`src/rtl/energy_pkg.sv`:
```
// Shared widths, pipeline latency and FSM state type for the energy frame controller.
package energy_pkg;

    localparam int SAMPLE_W = 16;
    localparam int SQUARE_W = 31;
    localparam int ENERGY_W = 39;
    localparam int PIPE_LAT = 3;

    typedef enum logic [1:0] {
        IDLE  = 2'd0,
        RUN   = 2'd1,
        DRAIN = 2'd2,
        DONE  = 2'd3
    } state_t;

endpackage

```
`src/rtl/energy_frame_ctrl_if.sv`:
```
// Scheduler, sample RAM, energy datapath and consumer signals of energy_frame_ctrl.
// ENERGY_THRESH_EN adds the threshold input and above_thresh flag.
interface energy_frame_ctrl_if #(
    parameter int ADDR_W = 8,
    parameter int LEN_W  = 9
) ();
    import energy_pkg::*;

    logic                start;
    logic [ADDR_W-1:0]   base_addr;
    logic [LEN_W-1:0]    frame_len;
    logic                busy;
    logic [ADDR_W-1:0]   ram_addr;
    logic                ram_rd;
    logic                square_en;
    logic                eadder_en;
    logic                eadder_new;
    logic                eadder_sel;
    logic [ENERGY_W-1:0] eadder_out;
    logic [ENERGY_W-1:0] ereg_out;
    logic [ENERGY_W-1:0] energy_out;
    logic                energy_valid;
`ifdef ENERGY_THRESH_EN
    logic [ENERGY_W-1:0] thresh;
    logic                above_thresh;
`endif

    modport slave (
`ifdef ENERGY_THRESH_EN
        input  thresh,
        output above_thresh,
`endif
        input  start, base_addr, frame_len, eadder_out,
        output busy, ram_addr, ram_rd, square_en, eadder_en, eadder_new,
        output eadder_sel, ereg_out, energy_out, energy_valid
    );

    modport master (
`ifdef ENERGY_THRESH_EN
        output thresh,
        input  above_thresh,
`endif
        output start, base_addr, frame_len, eadder_out,
        input  busy, ram_addr, ram_rd, square_en, eadder_en, eadder_new,
        input  eadder_sel, ereg_out, energy_out, energy_valid
    );

endinterface

```
`src/rtl/energy_frame_ctrl_addr_gen.sv`:
```
// Read address generator: circular-buffer address, remaining-read down-counter,
// two-cycle issue phase and last-read flag.
module energy_addr_gen #(
    parameter int ADDR_W = 8,
    parameter int LEN_W  = 9
) (
    input  logic              clk,
    input  logic              rst,
    input  logic              load_i,
    input  logic              run_i,
    input  logic [ADDR_W-1:0] base_i,
    input  logic [LEN_W-1:0]  len_i,
    output logic              issue_o,
    output logic [ADDR_W-1:0] addr_o,
    output logic              last_o
);

    logic [ADDR_W-1:0] next_addr_q, next_addr_d;
    logic [LEN_W-1:0]  remain_q, remain_d;
    logic              phase_q, phase_d;

    // Read 0 issues on the load edge itself, so the counter holds the reads still owed.
    assign last_o  = (remain_q == '0);
    assign issue_o = load_i | (run_i & phase_q & ~last_o);
    assign addr_o  = load_i ? base_i : next_addr_q;

    always_comb begin
        next_addr_d = next_addr_q;
        remain_d    = remain_q;
        phase_d     = phase_q;
        if (load_i) begin
            remain_d = len_i - LEN_W'(1);
            phase_d  = 1'b0;
        end else if (run_i) begin
            phase_d = ~phase_q;
            if (issue_o) begin
                remain_d = remain_q - LEN_W'(1);
            end
        end
        if (issue_o) begin
            next_addr_d = addr_o + ADDR_W'(1);
        end
    end

    always_ff @(posedge clk or posedge rst) begin
        if (rst) begin
            next_addr_q <= '0;
            remain_q    <= '0;
            phase_q     <= 1'b0;
        end else begin
            next_addr_q <= next_addr_d;
            remain_q    <= remain_d;
            phase_q     <= phase_d;
        end
    end

endmodule

```
`src/rtl/energy_frame_ctrl.sv`:
```
// Frame sequencer and energy register stage for the square + eadder datapath.
// Optional ENERGY_THRESH_EN adds a registered above-threshold flag.
//
// state | meaning
// IDLE  | waiting for start; holds last energy result
// RUN   | issuing one sample read every two cycles
// DRAIN | all reads issued; waiting for the last ereg load
// DONE  | one cycle: energy_valid pulse, then back to IDLE
module energy_frame_ctrl
    import energy_pkg::*;
#(
    parameter int ADDR_W = 8,
    parameter int LEN_W  = 9
) (
    input  logic              clk,
    input  logic              rst,
    energy_frame_ctrl_if.slave bus
);

    state_t              state_q;
    logic                busy_q;
    logic [ADDR_W-1:0]   ram_addr_q;
    logic [PIPE_LAT:0]   vld_q;
    logic [PIPE_LAT-1:0] first_q;
    logic [ENERGY_W-1:0] ereg_q;
    logic [ENERGY_W-1:0] energy_q;
    logic                evalid_q;

    logic                accept_read;
    logic                issue;
    logic                last_read;
    logic [ADDR_W-1:0]   rd_addr;
    logic                last_load;

    assign accept_read = (state_q == IDLE) && bus.start && (bus.frame_len != '0);
    // The final ereg load is the only valid bit left once all reads are issued.
    assign last_load   = vld_q[PIPE_LAT] && (vld_q[PIPE_LAT-1:0] == '0);

    energy_addr_gen #(
        .ADDR_W (ADDR_W),
        .LEN_W  (LEN_W)
    ) u_addr_gen (
        .clk     (clk),
        .rst     (rst),
        .load_i  (accept_read),
        .run_i   (state_q == RUN),
        .base_i  (bus.base_addr),
        .len_i   (bus.frame_len),
        .issue_o (issue),
        .addr_o  (rd_addr),
        .last_o  (last_read)
    );

`ifdef ENERGY_THRESH_EN
    logic above_q;
    assign bus.above_thresh = above_q;
`endif

    always_ff @(posedge clk or posedge rst) begin
        if (rst) begin
            state_q    <= IDLE;
            busy_q     <= 1'b0;
            ram_addr_q <= '0;
            vld_q      <= '0;
            first_q    <= '0;
            ereg_q     <= '0;
            energy_q   <= '0;
            evalid_q   <= 1'b0;
`ifdef ENERGY_THRESH_EN
            above_q    <= 1'b0;
`endif
        end else begin
            vld_q    <= {vld_q[PIPE_LAT-1:0], issue};
            first_q  <= {first_q[PIPE_LAT-2:0], accept_read};
            evalid_q <= 1'b0;
            if (issue) begin
                ram_addr_q <= rd_addr;
            end
            if (vld_q[PIPE_LAT]) begin
                ereg_q <= bus.eadder_out;
            end
            case (state_q)
                IDLE: begin
                    if (bus.start) begin
                        busy_q <= 1'b1;
                        if (bus.frame_len == '0) begin
                            state_q  <= DONE;
                            evalid_q <= 1'b1;
                            energy_q <= '0;
`ifdef ENERGY_THRESH_EN
                            above_q  <= (ereg_q > bus.thresh);
`endif
                        end else begin
                            state_q <= RUN;
                        end
                    end
                end
                RUN: begin
                    if (last_read) begin
                        state_q <= DRAIN;
                    end
                end
                DRAIN: begin
                    if (last_load) begin
                        state_q  <= DONE;
                        evalid_q <= 1'b1;
                        energy_q <= bus.eadder_out;
`ifdef ENERGY_THRESH_EN
                        above_q  <= (bus.eadder_out > bus.thresh);
`endif
                    end
                end
                DONE: begin
                    state_q <= IDLE;
                    busy_q  <= 1'b0;
                end
                default: state_q <= IDLE;
            endcase
        end
    end

    assign bus.busy         = busy_q;
    assign bus.ram_addr     = ram_addr_q;
    assign bus.ram_rd       = vld_q[0];
    assign bus.square_en    = vld_q[1];
    assign bus.eadder_en    = vld_q[2];
    assign bus.eadder_new   = first_q[PIPE_LAT-1];
    assign bus.eadder_sel   = 1'b0;
    assign bus.ereg_out     = ereg_q;
    assign bus.energy_out   = energy_q;
    assign bus.energy_valid = evalid_q;

endmodule

```
`src/flat_wrapper.sv`:
```
// flat-port wrapper written by rule: the top's interface ports become plain ports
module energy_frame_ctrl_flat import energy_pkg::*;
#(
    parameter int ADDR_W = 8,
    parameter int LEN_W  = 9
)
  (clk, rst, bus_start, bus_base_addr, bus_frame_len, bus_eadder_out, bus_busy, bus_ram_addr, bus_ram_rd, bus_square_en, bus_eadder_en, bus_eadder_new, bus_eadder_sel, bus_ereg_out, bus_energy_out, bus_energy_valid);
  energy_frame_ctrl_if #(.ADDR_W(ADDR_W), .LEN_W(LEN_W)) bus_i ();
  input  logic clk;
  input  logic rst;
  input wire logic [$bits(bus_i.start)-1:0] bus_start;
  input wire logic [$bits(bus_i.base_addr)-1:0] bus_base_addr;
  input wire logic [$bits(bus_i.frame_len)-1:0] bus_frame_len;
  input wire logic [$bits(bus_i.eadder_out)-1:0] bus_eadder_out;
  output wire logic [$bits(bus_i.busy)-1:0] bus_busy;
  output wire logic [$bits(bus_i.ram_addr)-1:0] bus_ram_addr;
  output wire logic [$bits(bus_i.ram_rd)-1:0] bus_ram_rd;
  output wire logic [$bits(bus_i.square_en)-1:0] bus_square_en;
  output wire logic [$bits(bus_i.eadder_en)-1:0] bus_eadder_en;
  output wire logic [$bits(bus_i.eadder_new)-1:0] bus_eadder_new;
  output wire logic [$bits(bus_i.eadder_sel)-1:0] bus_eadder_sel;
  output wire logic [$bits(bus_i.ereg_out)-1:0] bus_ereg_out;
  output wire logic [$bits(bus_i.energy_out)-1:0] bus_energy_out;
  output wire logic [$bits(bus_i.energy_valid)-1:0] bus_energy_valid;
  assign bus_i.start = bus_start;
  assign bus_i.base_addr = bus_base_addr;
  assign bus_i.frame_len = bus_frame_len;
  assign bus_i.eadder_out = bus_eadder_out;
  assign bus_busy = bus_i.busy;
  assign bus_ram_addr = bus_i.ram_addr;
  assign bus_ram_rd = bus_i.ram_rd;
  assign bus_square_en = bus_i.square_en;
  assign bus_eadder_en = bus_i.eadder_en;
  assign bus_eadder_new = bus_i.eadder_new;
  assign bus_eadder_sel = bus_i.eadder_sel;
  assign bus_ereg_out = bus_i.ereg_out;
  assign bus_energy_out = bus_i.energy_out;
  assign bus_energy_valid = bus_i.energy_valid;
  energy_frame_ctrl #(.ADDR_W(ADDR_W), .LEN_W(LEN_W)) u_core (.clk(clk), .rst(rst), .bus(bus_i));
endmodule
```
`config.mk`:
```
export PLATFORM = sky130hd
export DESIGN_NAME = energy_frame_ctrl_flat
export DESIGN_NICKNAME = d
export VERILOG_FILES = /design/src/rtl/energy_pkg.sv /design/src/rtl/energy_frame_ctrl_if.sv /design/src/rtl/energy_frame_ctrl_addr_gen.sv /design/src/rtl/energy_frame_ctrl.sv /design/src/flat_wrapper.sv
export SDC_FILE = /design/constraint.sdc
export NUM_CORES = 1
export LEC_CHECK = 0
export CELL_PAD_IN_SITES_DETAIL_PLACEMENT = 0
export CELL_PAD_IN_SITES_GLOBAL_PLACEMENT = 1
export CORE_UTILIZATION = 37
export DETAILED_ROUTE_END_ITERATION = 16
export PLACE_DENSITY = 0.88
export RECOVER_POWER = 25
export SYNTH_ARGS = -nofsm -noshare
export SYNTH_HDL_FRONTEND = slang
export SYNTH_SLANG_ARGS = --single-unit
```
`constraint.sdc`:
```
create_clock -name clk -period 4.1 [get_ports clk]
set_clock_uncertainty 0.15 [all_clocks]
set_input_delay 0.41 -clock clk [delete_from_list [all_inputs] [get_ports clk]]
set_output_delay 0.41 -clock clk [all_outputs]
set_load 0.02 [all_outputs]
```
# Word-level counts from Yosys, hierarchy flattened
# Cells that the tools add are included.
[word_totals]
register_bits = 115
input_bits = 59
out_inout_bits = 93
[op_classes]
add_sub_neg = 3
eq_ne = 7
muxes = 21
bitwise = 5
reduce_logical = 16
[ops]
columns = ["op", "n"]
rows = [
  ["39-bit 2-to-1 mux", 3],
  ["39-bit one-hot mux with 2 select lines", 1],
  ["9-bit 2-to-1 mux", 3],
  ["9-bit zero test", 2],
  ["9-bit by 1-bit subtractor with 9-bit output (second input constant)", 2],
  ["9-bit nonzero test", 1],
  ["8-bit by 1-bit adder with 8-bit output (second input constant)", 1],
  ["2-bit 2-to-1 mux", 4],
  ["8-bit 2-to-1 mux", 1],
  ["2-bit one-hot mux with 4 select lines", 1],
  ["2-bit nonzero test", 4],
  ["1-bit 2-to-1 mux", 6],
  ["2-bit equality test (second input constant)", 2],
  ["2-bit by 1-bit != test with 1-bit output (second input constant)", 2],
  ["2-bit != test (second input constant)", 2],
  ["1-bit one-hot mux with 2 select lines", 2],
  ["2-bit AND reduction", 2],
  ["4-bit AND reduction", 1],
  ["1-bit logical AND", 3],
  ["3-bit zero test", 1],
  ["3-bit AND reduction", 1],
  ["1-bit bitwise AND", 2],
  ["2-bit by 1-bit equality test with 1-bit output (second input constant)", 1],
  ["2-bit zero test", 1],
  ["other kinds (2)", 3],
]

# Logic depth before layout (Yosys ltp)
[logic_depth]
ltp_word = 7
mapped_depth = 14
depth_no_buf = 12

# Hierarchy
# From an unflattened synthesis, not the netlist that was laid out.
[hier_totals]
cells_unflattened = 483
area_unflattened_um2 = 5542.8
[by_module_without_submodules]
columns = ["mod", "instances", "cells_each", "area_per_inst_um2", "seq_area_each_um2"]
rows = [
  ["energy_frame_ctrl", 1, 334, 4239.1, 2427.3],
  ["energy_addr_gen", 1, 149, 1303.8, 450.4],
]

# Worst setup path after synthesis
# No wires, ideal clock.
[synth_path]
path_kind = "flip-flop to flip-flop"
startpoint = "reg u_core.state_q[0]"
endpoint = "reg u_core.u_addr_gen.remain_q[4]"
arrival_ns = 2.533
required_time_ns = 3.815
slack_ns = 1.282
stages_incl_launch_ff = 14
n_path_buf = 2
synth_period_minus_slack_ns = 2.818
path_cell_list = "dfrtp_1 inv_1 ha_1 nand2_2 a31o_1 buf_6 inv_6 buf_4 mux2i_1 ha_1 o21ai_0 a21oi_1 nor4b_1 o211ai_1"
[synth_via]
elab_chain_cells = 6
word_cells_on_any_way = 11
classes_between = "1 x eq/ne; 1 x mux; 3 x bitwise; 6 x reduce/logical"
[synth_rtl]
columns = ["element", "line_no", "text"]
rows = [
  ["from (decl)", "energy_frame_ctrl.sv:20", "state_t state_q;"],
  ["from (signal assigned)", "energy_frame_ctrl.sv:61", "state_q <= IDLE;"],
  ["from (signal assigned)", "energy_frame_ctrl.sv:87", "state_q <= DONE;"],
  ["from (signal assigned)", "energy_frame_ctrl.sv:94", "state_q <= RUN;"],
  ["2-bit by 1-bit equality test with 1-bit output / 2-bit zero test (equally long branches)", "energy_frame_ctrl.sv:46, energy_frame_ctrl.sv:35", ""],
  ["1-bit bitwise AND / 1-bit logical AND (equally long branches) (2 in series)", "energy_frame_ctrl_addr_gen.sv:24, energy_frame_ctrl.sv:35", ""],
  ["1-bit bitwise OR", "energy_frame_ctrl_addr_gen.sv:24", "assign issue_o = load_i | (run_i & phase_q & ~last_o);"],
  ["2-bit nonzero test (no source line)", "n/a", ""],
  ["2-bit AND reduction (no source line)", "n/a", ""],
  ["to (signal assigned)", "energy_frame_ctrl_addr_gen.sv:52", "remain_q <= remain_d;"],
  ["to (decl)", "energy_frame_ctrl_addr_gen.sv:19", "logic [LEN_W-1:0] remain_q, remain_d;"],
]
# Several ways; a longest one is shown, not always the timed one.
# A chain may end at the register's enable or synchronous reset.

# Worst setup path after layout
# Ends and elaborated chain as after synthesis.

==> metrics <==
outcome finished with violations; failing checks capacitance limit, slew limit; Main synth FF type dfrtp_1; Initial Util 0.379; hold_sp u_core.first_q[0]; # hold bufs at CTS 0; CP endpoint kind flop; number of synthesized flops with an enable pin 0; Multi-input gate area slightly below 2000 um2; post-synthesis sequential area ratio 0.574; # DRC 0; crit path max fanout 22; Post-Synth Simple-Gate Area 0.0931; Fillers 1101; Area Growth Syn to Fin 45.4%; cells after synthesis 402; post-synthesis register bit count around 120; pre-CTS setup slack around 730 ps; Fmax approximately 0.31 GHz; GPL Wtd Cong roughly 0.89; Root Buffer clkbuf_16; adder-cell area share of the yosys netlist 0.0175; Max Cap Viol 2; drt pass-1 iters 7; CTS tree yes; floorplan die height 118 um; CP top delay family compound AO/OA/AOI/OAI gates; RR Startpoint u_core.state_q[0]; Post-CTS Setup Bufs 0; CP Cell Sequence inv_1 -> ha_1 -> nand2_2 -> a31o_1 -> inv_6 -> mux2i_1 -> ha_1 -> o21ai_0 -> a21oi_1 -> nor4b_1 -> o211ai_1; Total Neg Setup Slack 0 ps; RSZ-0062 raised after global routing no; Post-DP Area 6670 um2; r2r endpoint u_core.u_addr_gen.remain_q[4]; final core occ 0.551; # resized after CTS 0; Core ar. 13200 um2; initial antenna violation count 0; number of H-tree levels 4; Routed WL per cell between 15 and 20 um; r2r worst-path depth 11; TritonCTS buffer count 17; largest family of logic cells by synthesized area compound AO/OA/AOI/OAI gates; Area contributors post-synth dfrtp_1, mux2_2, a22o_1; n_diodes 0; slew margin rel. -0.599; share of cells above drive strength 1 0.155; multiplexer share of the synthesized area 0.108; ys async rst share 1.00; CTS max path bufs 2; total gr overflow 0; hold path cells 0; Critical path buffers and inverters 2; Top Ports 152; post-route ant nets 0; cell area after synthesis 5010 um2; Syn Nets roughly 470; fin area 7290 um2; DRT iter0 DRCs about 260; VDD IR max 0.000282 V; crit path DAT roughly 3300 ps; clock transition at the registers of the reported paths 50 ps; WP data required roughly 4200 ps; Compound-Gate Fraction of Synth Area 0.141; Clk Latency, worst-skew pair just over 400 ps; Yosys top cell by area dfrtp_1; Detailed Place HPWL roughly 9000 um; Largest stage delay, worst path slightly above 400 ps; synthesized area per cell about 12 um2; fin crit period between 3000 and 4000 ps; GRT Overall Usage 0.195; largest net degree at the start of global routing 65; Worst-Margin Slew 2400 ps; vias post-DR 3847; Die W between 100 and 150 um; period utilization 0.777; Yosys Warn Count 0; Port Buffer Count 150; area share of the largest cell type after synthesis 0.574; Leak 3.03 nW; PwrDens about 730 nW/um2; Unique masters post-synth 53; Setup CP Type reg -> reg; PnR worst setup slack between 900 and 1000 ps; most frequent cells after synthesis dfrtp_1, a22o_1, mux2_2; Crit-path slowest cell dfrtp_1; FP Rows 42; flop-to-flop setup slack 910 ps; most used cell, CP ha_1; drt total wl ~13000 um; # clock sinks 115; worst hold path class reg -> reg; most frequent cell after synthesis dfrtp_1; Max Slew Vio Count about 110; Fin. Hold Viols 0; CP Launch Type flop; XOR/XNOR Fraction of Synth Area 0.0349; vias per cell around 5.2; register area 2880 um2; fin nets 622; Hold Path End u_core.first_q[1]; die area ~14000 um2; first-pass GRT wire length about 21000 um; Levels on crit path 11; count of final setup violators 0; vias in the first global route ~4000
## cells by family (layout without fill, tap and decap cells)
group | Yosys count | after routing
AOI/OAI and AO/OA | 90 | 90
xor gates and xnor gates | 20 | 20
adders and majority gates | 7 | 7
buffers and inverters | 29 | 194
DFF | 115 | 115
muxes | 49 | 49
other | 1 | 1
and+or+nand+nor | 91 | 91
## sequential cells by signal (all words and copies together) (netlist names)
register and cells:
u_core.u_addr_gen.phase_q 1, u_core.u_addr_gen.remain_q 9, u_core.bus.ram_addr 8, u_core.vld_q 4
u_core.u_addr_gen.next_addr_q 8, u_core.state_q 2, u_core.bus.busy 1, u_core.bus.ereg_out 39
u_core.first_q 3, u_core.bus.energy_out 39, u_core.bus.energy_valid 1
## worst max path at each step
stage | from | end | slack, ps
2_1_floorplan | rst | u_core.bus.busy | 500
3_3_place_gp | bus_frame_len[4] | u_core.u_addr_gen.next_addr_q[6] | 840
3_5_place_dp | bus_frame_len[4] | u_core.u_addr_gen.next_addr_q[6] | 730
4_1_cts | u_core.state_q[0] | u_core.u_addr_gen.remain_q[4] | 930
5_1_grt | rst | u_core.vld_q[3] | 490
6_report | u_core.state_q[0] | u_core.u_addr_gen.remain_q[4] | 910
## cells in the final DEF (no fill, tap or decap), types with 2 or more instances in the layout
master / instances
o211ai_1: 2
ha_1: 7
clkinv_2: 2
clkinvlp_4: 2
bufinv_16: 4
nor4b_1: 2
buf_4: 5
inv_1: 7
nand4_1: 4
o21ai_0: 5
nor4_2: 3
a31oi_1: 8
a22o_1: 40
o21a_1: 2
nor2_1: 23
o22ai_1: 2
xnor2_1: 17
clkdlybuf4s50_1: 149
mux2i_1: 7
a21oi_1: 12
nand3_1: 6
nand2_1: 33
mux2_1: 3
nor3_1: 7
clkbuf_16: 17
clkbuf_1: 2
nor3_2: 2
xor2_1: 3
o21ai_1: 8
mux2_2: 39
dfrtp_1: 114
clkbuf_8: 3
## power breakdown
| group | switching, mW | internal (mW) | leakage [nW] |
|---|---|---|---|
| combinational | 1.08 | 0.947 | 1.31 |
| sequential | 0.257 | 1.49 | 1.42 |
| clock | 0.497 | 1.06 | 0.301 |
| total | 1.83 | 3.49 | 3.03 |
## cell type report
| class | count | share of cell area |
|---|---|---|
| clock inverter | 9 | 0.0211 |
| timing repair buffer | 156 | 0.212 |
| sequential | 115 | 0.395 |
| tap | 176 | 0.0302 |
| inverter | 8 | 0.00481 |
| multi-input combinational | 258 | 0.273 |
| clock buffer | 21 | 0.0645 |
## per-stage QoR
stage	instances	hold WS (ps)	power, mW
3_5_place_dp	713	189	3.78
5_1_grt	743	208	5.63
6_report	743	197	5.33
3_3_place_gp	713	187	3.73
4_1_cts	743	203	5.37
2_1_floorplan	402	181	2.97
## routing by layer
layer,part of all wire,track usage
met1,0.46,0.259
met2,0.47,0.306
met3,0.064,0.0603
met4,0.0091,0.0585
met5,0,0
No activity file was read; power rests on OpenSTA's default activity.
